File: src/rtl/sd_spi_responder.sv
// SPI-mode SD card responder: receives command frames, answers R1, and streams
// read/write data blocks between the SPI master and an external byte store.
`timescale 1ns/1ps
module sd_spi_responder #(
    parameter int unsigned BLOCK_BYTES = 512,
    parameter logic [7:0]  IDLE_R1     = 8'h01
) (
    input  logic        clk,
    input  logic        rst,
    input  logic        cs,
    input  logic        sclk,
    input  logic        mosi,
    output logic        miso,
    output logic [31:0] blk_addr,
    output logic [8:0]  rd_addr,
    input  logic [7:0]  rd_data,
    output logic        wr_en,
    output logic [7:0]  wr_data,
    output logic        card_ready
);

    localparam logic [8:0] LAST_ADDR = 9'(BLOCK_BYTES - 1);
    // Bit order {cs, sclk, mosi}; reset to the idle bus (deselected, clock low).
    localparam logic [2:0] SYNC_IDLE = 3'b101;

    typedef enum logic [3:0] {
        CMD_RX, NCR, R1, RD_GAP, RD_TOKEN, RD_DATA, RD_CRC,
        WR_TOKEN, WR_DATA, WR_CRC, WR_RESP, WR_BUSY
    } state_t;

    state_t      state_q, state_d;

    logic [2:0]  meta_q, sync_q;
    logic        sclk_prev_q;
    logic        cs_s, sclk_s, mosi_s;
    logic        sclk_rise, sclk_fall, byte_done;

    logic [2:0]  bit_cnt_q;
    logic [6:0]  rx_sr_q;
    logic [7:0]  rx_byte;
    logic [7:0]  tx_sr_q;
    logic [7:0]  tx_byte;

    logic [2:0]  frm_cnt_q;
    logic [5:0]  cmd_idx_q;
    logic [31:0] arg_q;
    logic [7:0]  r1_q, r1_d;
    logic        op_rd_q, op_wr_q;
    logic        acmd_q, acmd_d;
    logic        card_ready_q, ready_d;
    logic        is_rd, is_wr;
    logic [31:0] blk_addr_q;

    logic [8:0]  rd_addr_q;
    logic        wr_en_q;
    logic [7:0]  wr_data_q;
    logic        crc_cnt_q;

    always_ff @(posedge clk or negedge rst) begin
        if (!rst) begin
            meta_q      <= SYNC_IDLE;
            sync_q      <= SYNC_IDLE;
            sclk_prev_q <= 1'b0;
        end else begin
            meta_q      <= {cs, sclk, mosi};
            sync_q      <= meta_q;
            sclk_prev_q <= sync_q[1];
        end
    end

    assign cs_s      = sync_q[2];
    assign sclk_s    = sync_q[1];
    assign mosi_s    = sync_q[0];
    assign sclk_rise = sclk_s & ~sclk_prev_q;
    assign sclk_fall = ~sclk_s & sclk_prev_q;
    assign rx_byte   = {rx_sr_q, mosi_s};
    assign byte_done = ~cs_s & sclk_rise & (bit_cnt_q == 3'd7);

    always_ff @(posedge clk or negedge rst) begin
        if (!rst) begin
            bit_cnt_q <= 3'd0;
            rx_sr_q   <= 7'd0;
        end else if (cs_s) begin
            bit_cnt_q <= 3'd0;
        end else if (sclk_rise) begin
            bit_cnt_q <= bit_cnt_q + 3'd1;
            rx_sr_q   <= rx_byte[6:0];
        end
    end

    // A fresh byte is loaded on the fall that follows the last rise of the
    // previous byte, so its MSB is on the wire before the next byte's first rise.
    always_ff @(posedge clk or negedge rst) begin
        if (!rst) begin
            tx_sr_q <= 8'hFF;
        end else if (cs_s) begin
            tx_sr_q <= 8'hFF;
        end else if (sclk_fall) begin
            tx_sr_q <= (bit_cnt_q == 3'd0) ? tx_byte : {tx_sr_q[6:0], 1'b1};
        end
    end

    assign miso = tx_sr_q[7];

    always_ff @(posedge clk or negedge rst) begin
        if (!rst) state_q <= CMD_RX;
        else      state_q <= state_d;
    end

    always_comb begin
        state_d = state_q;
        if (cs_s) begin
            state_d = CMD_RX;
        end else if (byte_done) begin
            case (state_q)
                CMD_RX:   if (frm_cnt_q == 3'd5) state_d = NCR;
                NCR:      state_d = R1;
                R1: begin
                    if (op_rd_q)      state_d = RD_GAP;
                    else if (op_wr_q) state_d = WR_TOKEN;
                    else              state_d = CMD_RX;
                end
                RD_GAP:   state_d = RD_TOKEN;
                RD_TOKEN: state_d = RD_DATA;
                RD_DATA:  if (rd_addr_q == LAST_ADDR) state_d = RD_CRC;
                RD_CRC:   if (crc_cnt_q) state_d = CMD_RX;
                WR_TOKEN: if (rx_byte == 8'hFE) state_d = WR_DATA;
                WR_DATA:  if (rd_addr_q == LAST_ADDR) state_d = WR_CRC;
                WR_CRC:   if (crc_cnt_q) state_d = WR_RESP;
                WR_RESP:  state_d = WR_BUSY;
                WR_BUSY:  state_d = CMD_RX;
                default:  state_d = CMD_RX;
            endcase
        end
    end

    always_comb begin
        tx_byte = 8'hFF;
        case (state_q)
            R1:       tx_byte = r1_q;
            RD_TOKEN: tx_byte = 8'hFE;
            RD_DATA:  tx_byte = rd_data;
            WR_RESP:  tx_byte = 8'h05;
            WR_BUSY:  tx_byte = 8'h00;
            default:  tx_byte = 8'hFF;
        endcase
    end

    // Command decode, evaluated against the frame held once the CRC byte arrives.
    always_comb begin
        r1_d    = 8'h04 | {7'b0, ~card_ready_q};
        ready_d = card_ready_q;
        acmd_d  = 1'b0;
        is_rd   = 1'b0;
        is_wr   = 1'b0;
        case (cmd_idx_q)
            6'd0: begin
                r1_d    = IDLE_R1;
                ready_d = 1'b0;
            end
            6'd55: begin
                r1_d   = {7'b0, ~card_ready_q};
                acmd_d = 1'b1;
            end
            6'd41: begin
                if (acmd_q) begin
                    r1_d    = 8'h00;
                    ready_d = 1'b1;
                end
            end
            6'd17: begin
                r1_d  = card_ready_q ? 8'h00 : 8'h05;
                is_rd = card_ready_q;
            end
            6'd24: begin
                r1_d  = card_ready_q ? 8'h00 : 8'h05;
                is_wr = card_ready_q;
            end
            default: ;
        endcase
    end

    always_ff @(posedge clk or negedge rst) begin
        if (!rst) begin
            frm_cnt_q    <= 3'd0;
            cmd_idx_q    <= 6'd0;
            arg_q        <= 32'd0;
            r1_q         <= 8'hFF;
            op_rd_q      <= 1'b0;
            op_wr_q      <= 1'b0;
            acmd_q       <= 1'b0;
            card_ready_q <= 1'b0;
            blk_addr_q   <= 32'd0;
        end else if (cs_s) begin
            frm_cnt_q <= 3'd0;
        end else if (byte_done && state_q == CMD_RX) begin
            if (frm_cnt_q == 3'd0) begin
                if (rx_byte[7:6] == 2'b01) begin
                    cmd_idx_q <= rx_byte[5:0];
                    frm_cnt_q <= 3'd1;
                end
            end else if (frm_cnt_q < 3'd5) begin
                arg_q     <= {arg_q[23:0], rx_byte};
                frm_cnt_q <= frm_cnt_q + 3'd1;
            end else begin
                frm_cnt_q    <= 3'd0;
                r1_q         <= r1_d;
                op_rd_q      <= is_rd;
                op_wr_q      <= is_wr;
                acmd_q       <= acmd_d;
                card_ready_q <= ready_d;
                if (is_rd || is_wr) blk_addr_q <= arg_q;
            end
        end
    end

    // In a write the address steps after the strobe so wr_en sees the byte index.
    always_ff @(posedge clk or negedge rst) begin
        if (!rst) begin
            rd_addr_q <= 9'd0;
            wr_en_q   <= 1'b0;
            wr_data_q <= 8'd0;
            crc_cnt_q <= 1'b0;
        end else begin
            wr_en_q <= 1'b0;
            if (cs_s) begin
                rd_addr_q <= 9'd0;
                crc_cnt_q <= 1'b0;
            end else begin
                if (byte_done && state_q == WR_DATA) begin
                    wr_en_q   <= 1'b1;
                    wr_data_q <= rx_byte;
                end
                if ((byte_done && state_q == RD_DATA) || wr_en_q) begin
                    rd_addr_q <= (rd_addr_q == LAST_ADDR) ? 9'd0 : rd_addr_q + 9'd1;
                end
                if (byte_done && (state_q == RD_CRC || state_q == WR_CRC)) begin
                    crc_cnt_q <= ~crc_cnt_q;
                end
            end
        end
    end

    assign blk_addr   = blk_addr_q;
    assign rd_addr    = rd_addr_q;
    assign wr_en      = wr_en_q;
    assign wr_data    = wr_data_q;
    assign card_ready = card_ready_q;

endmodule

File: config.mk
export PLATFORM = sky130hd
export DESIGN_NAME = sd_spi_responder
export DESIGN_NICKNAME = d
export VERILOG_FILES = /design/src/rtl/sd_spi_responder.sv
export SDC_FILE = /design/constraint.sdc
export NUM_CORES = 1
export LEC_CHECK = 0
export CAP_MARGIN = 20
export CELL_PAD_IN_SITES_DETAIL_PLACEMENT = 2
export CELL_PAD_IN_SITES_GLOBAL_PLACEMENT = 2
export CORE_UTILIZATION = 38
export DETAILED_ROUTE_END_ITERATION = 10
export GPL_ROUTABILITY_DRIVEN = 1
export PLACE_DENSITY = 0.85
export SLEW_MARGIN = 20
export SYNTH_ARGS = -nofsm -noshare
export SYNTH_HDL_FRONTEND = slang
export SYNTH_SLANG_ARGS = --single-unit
File: constraint.sdc
create_clock -name clk -period 2.9 [get_ports clk]
set_clock_uncertainty 0.05 [all_clocks]
set_input_delay 0.58 -clock clk [delete_from_list [all_inputs] [get_ports clk]]
set_output_delay 0.58 -clock clk [all_outputs]
set_load 0.05 [all_outputs]
==> results of run 1 <==
cell type report:
class | count | area (sq um) | share of cell area (%)
Clock buffer | 21 | 480 | 6.73
Clock inverter | 9 | 60.1 | 0.841
Inverter | 12 | 45.0 | 0.631
Multi-Input combinational cell | 291 | 2350 | 32.9
Sequential cell | 128 | 3220 | 45.1
Tap cell | 184 | 230 | 3.22
Timing Repair Buffer | 76 | 753 | 10.5
worst paths after layout:
kind	from	to	slack [ns]	depth (start not counted)
worst min-delay path	rst	wr_data[4]$_DFFE_PN0P_	0.16	1
worst max-delay path	rd_addr[0]$_DFFE_PN0P_	state_q[0]$_DFFE_PN0P_	0.09	9
min in group clk	meta_q[0]$_DFF_PN1_	sync_q[0]$_DFF_PN1_	0.31	0
worst min register to register	meta_q[0]$_DFF_PN1_	sync_q[0]$_DFF_PN1_	0.31	0
worst max register to register	rd_addr[0]$_DFFE_PN0P_	state_q[0]$_DFFE_PN0P_	0.09	9
max in group asynchronous	rst	tx_sr_q[5]$_DFFE_PN1P_	1.88	2
state kept, by name (all words and copies together), names as in the netlist, 3 cells and up:
register / flops
rx_sr_q: 7
frm_cnt_q: 3
state_q: 4
tx_sr_q: 8
arg_q: 32
wr_data: 8
blk_addr: 32
bit_cnt_q: 3
meta_q: 3
cmd_idx_q: 6
rd_addr: 9
sync_q: 3
r1_q: 3
kinds of logic (layout without fill, tap and decap cells):
group	Yosys count	after routing	share of synthesized area, %
simple gates	106	106	10.7
xor+xnor	4	4	0.611
fa+ha+maj	8	8	1.75
mux	89	89	19.4
buf+inv	36	118	3.03
compound gates	84	84	8.34
flops	128	128	56.2
cell usage in the layout (no fill, tap or decap), types with 15 or more instances in the layout:
cell / Yosys / final
mux2_2: 55 / 55
clkdlybuf4s50_1: 0 / 63
o21ai_0: 38 / 37
nand2_1: 22 / 22
a21oi_1: 25 / 24
clkbuf_16: 0 / 17
nor2_1: 19 / 19
mux2_4: 30 / 30
dfstp_2: 15 / 15
dfrtp_1: 113 / 113
cells in the mapped netlist (all sizes together), types with 3 or more instances:
cell	instances
o21ai	39
nor2	19
clkbuf	14
nor3	6
nand2	22
nand4b	3
a21oi	25
and3	7
nand3	6
mux2	85
dfrtp	113
nand2b	8
or4	3
inv	12
buf	10
dfstp	15
nor3b	3
nor2b	11
ha	8
mux2i	4
power breakdown:
part / leakage, uW / total [uW] / switching [uW] / internal (uW)
clock network: 0.000263 / 1970 / 804 / 1170
logic: 0.00138 / 216 / 127 / 89.5
registers: 0.00172 / 1950 / 105 / 1850
total: 0.00336 / 4140 / 1040 / 3110
worst reg2reg max path: stages (launching register included):
cell and delay (ns):
dfrtp_1 0.42, ha_1 0.25, and3_1 0.23, and3_1 0.22
and3_1 0.19, ha_1 0.22, or4b_2 0.67, a21oi_4 0.21
o21ai_0 0.11, a21oi_1 0.18
stage by stage:
step	instances	total power, uW	hold WS [ns]
after global routing	721	4280	0.191
after CTS	721	4190	0.167
after detailed placement	691	2190	0.289
final	721	4140	0.157
after global placement	691	2160	0.289
after floorplan	455	2040	0.234
timing repair:
action	in CTS	in global routing
hold buffers	0	0
pin swaps	0	1
gates resized for setup	1	3
endpoints found under the setup margin	2	2
layer usage:
metal | global-route usage [%] | up-vias | share of wire [%]
met5 | 0 | - | 0
met4 | 11.0 | 0 | 3.0
met3 | 4.55 | 34 | 2.9
met2 | 39.3 | 82 | 52
met1 | 27.2 | 2051 | 42
li1 | - | 1759 | -
==> impl_metrics.ini, run 1 <==
[outcome]
status = finished with violations
violations = design-rule violations

[sta]
rsz0062_at_grt = no
finalMaxSlewViolations = 0
hold_viol_final = 0
finalSetupViolCount = 0
fmax_mhz = 356
tns_ns = 0
timing.final.crit_period_ns = 2.81
timing.final.ws_setup_ns = 0.0938
worst_pin_slew_ns = 0.728
max_slew_margin_pct = 50.9
fin_crit_sh_pct = 96.8

[synthesis]
yosys.area.top_type = dfrtp_1
yosysTopAreaCellShare_pct = 49.3
synth-seq-area-share_pct = 56.2
synth_edf_count = 0
async_reset_ff_share_pct = 100
synth_area_leaders = dfrtp_1 49%, mux2_2 11%, mux2_4 7.9%, dfstp_2 6.9%, o21ai_0 3.3%
syn-cell-area_sq_um = 5730
synthesis.nets = 476
synth_warnings = 0
synth.distinct_cells = 54
synth_seq_cells = 128
ys.flop_type = dfrtp_1
avgSynthCellArea_sq_um = 12.6
synthCells = 455

[routing]
drt_pass1_iterations = 9
drcViolationCount = 8
wire_per_inst_um = 22.6
wl_um = 16300
ant_nets = 0
vias = 3926
vias_per_cell = 5.45
drt-initial-drc-count = 227

[grt]
grt_pass1_wl_um = 26800
antenna_found_initial = 0
grt_start_max_net_pins = 52
grt_overflow_total = 0
grt_pass1_vias = 4529
track_usage_pct = 22.8

[power_and_ir_drop]
pwr_density_cell_nw_per_um2 = 580
ir_drop_uv = 448
p_leak_uw = 0.00336

[clock_tree]
cts.sinks = 128
postCtsSetupBuffers = 0
clockBufferDepth = 2
cts_tree = yes
h-tree-depth = 4
root_buffer = clkbuf_16
cts-buffers-inserted = 17
clk_transition_reported_paths_ns = 0.06
clkLatencyLatePin_ns = 0.42

[layout]
drive_above_1_share_pct = 28.7
final_util_pct = 48.8
fin_area_sq_um = 7140
fillers = 1384
n_antenna_cell = 0
num-nets-final = 547
synthToLayoutAreaGrowth_pct = 24.6

[critical_path]
slowest_stage = or4b_2
startpoint_type = flop
critPathMaxFanout = 5
endpoint_kind = flop
path_common_cell = and3_1
crit_family = simple AND/OR/NAND/NOR gates
cp.arrival_ns = 3.10
cp_cell_sequence = ha_1 -> and3_1 -> and3_1 -> and3_1 -> ha_1 -> or4b_2 -> a21oi_4 -> o21ai_0 -> a21oi_1
critical_path_buf_inv_count = 0
max_stage_delay_ns = 0.67
critPathKind = flop to flop
required_ns = 3.19

[placement]
dpl.hpwl_um = 9720
port_buffers = 64
placed_area_sq_um = 6590
place_ws_ns = 0.0321
place_congestion = 0.810

[floorplanning]
die_h_um = 125
io_pins = 65
die_x_um = 125
rows = 44
dieArea_sq_um = 15600
start_util_pct = 39.1
coreArea_sq_um = 14600

[hold_path]
worstHoldPathType = primary input to asynchronous set/reset pin

[run]
maxCapViolCount = 0
(Power assumes the default switching activity.)
==> inputs of run 2 (changes only) <==
--- a/config.mk
+++ b/config.mk
@@ -12,6 +12,7 @@
 export DETAILED_ROUTE_END_ITERATION = 10
 export GPL_ROUTABILITY_DRIVEN = 1
 export PLACE_DENSITY = 0.85
+export SKIP_LAST_GASP = 1
 export SLEW_MARGIN = 20
 export SYNTH_ARGS = -nofsm -noshare
 export SYNTH_HDL_FRONTEND = slang
==> results of run 2 <==
The final DEF is identical to that of run 1; final timing and power are the same.
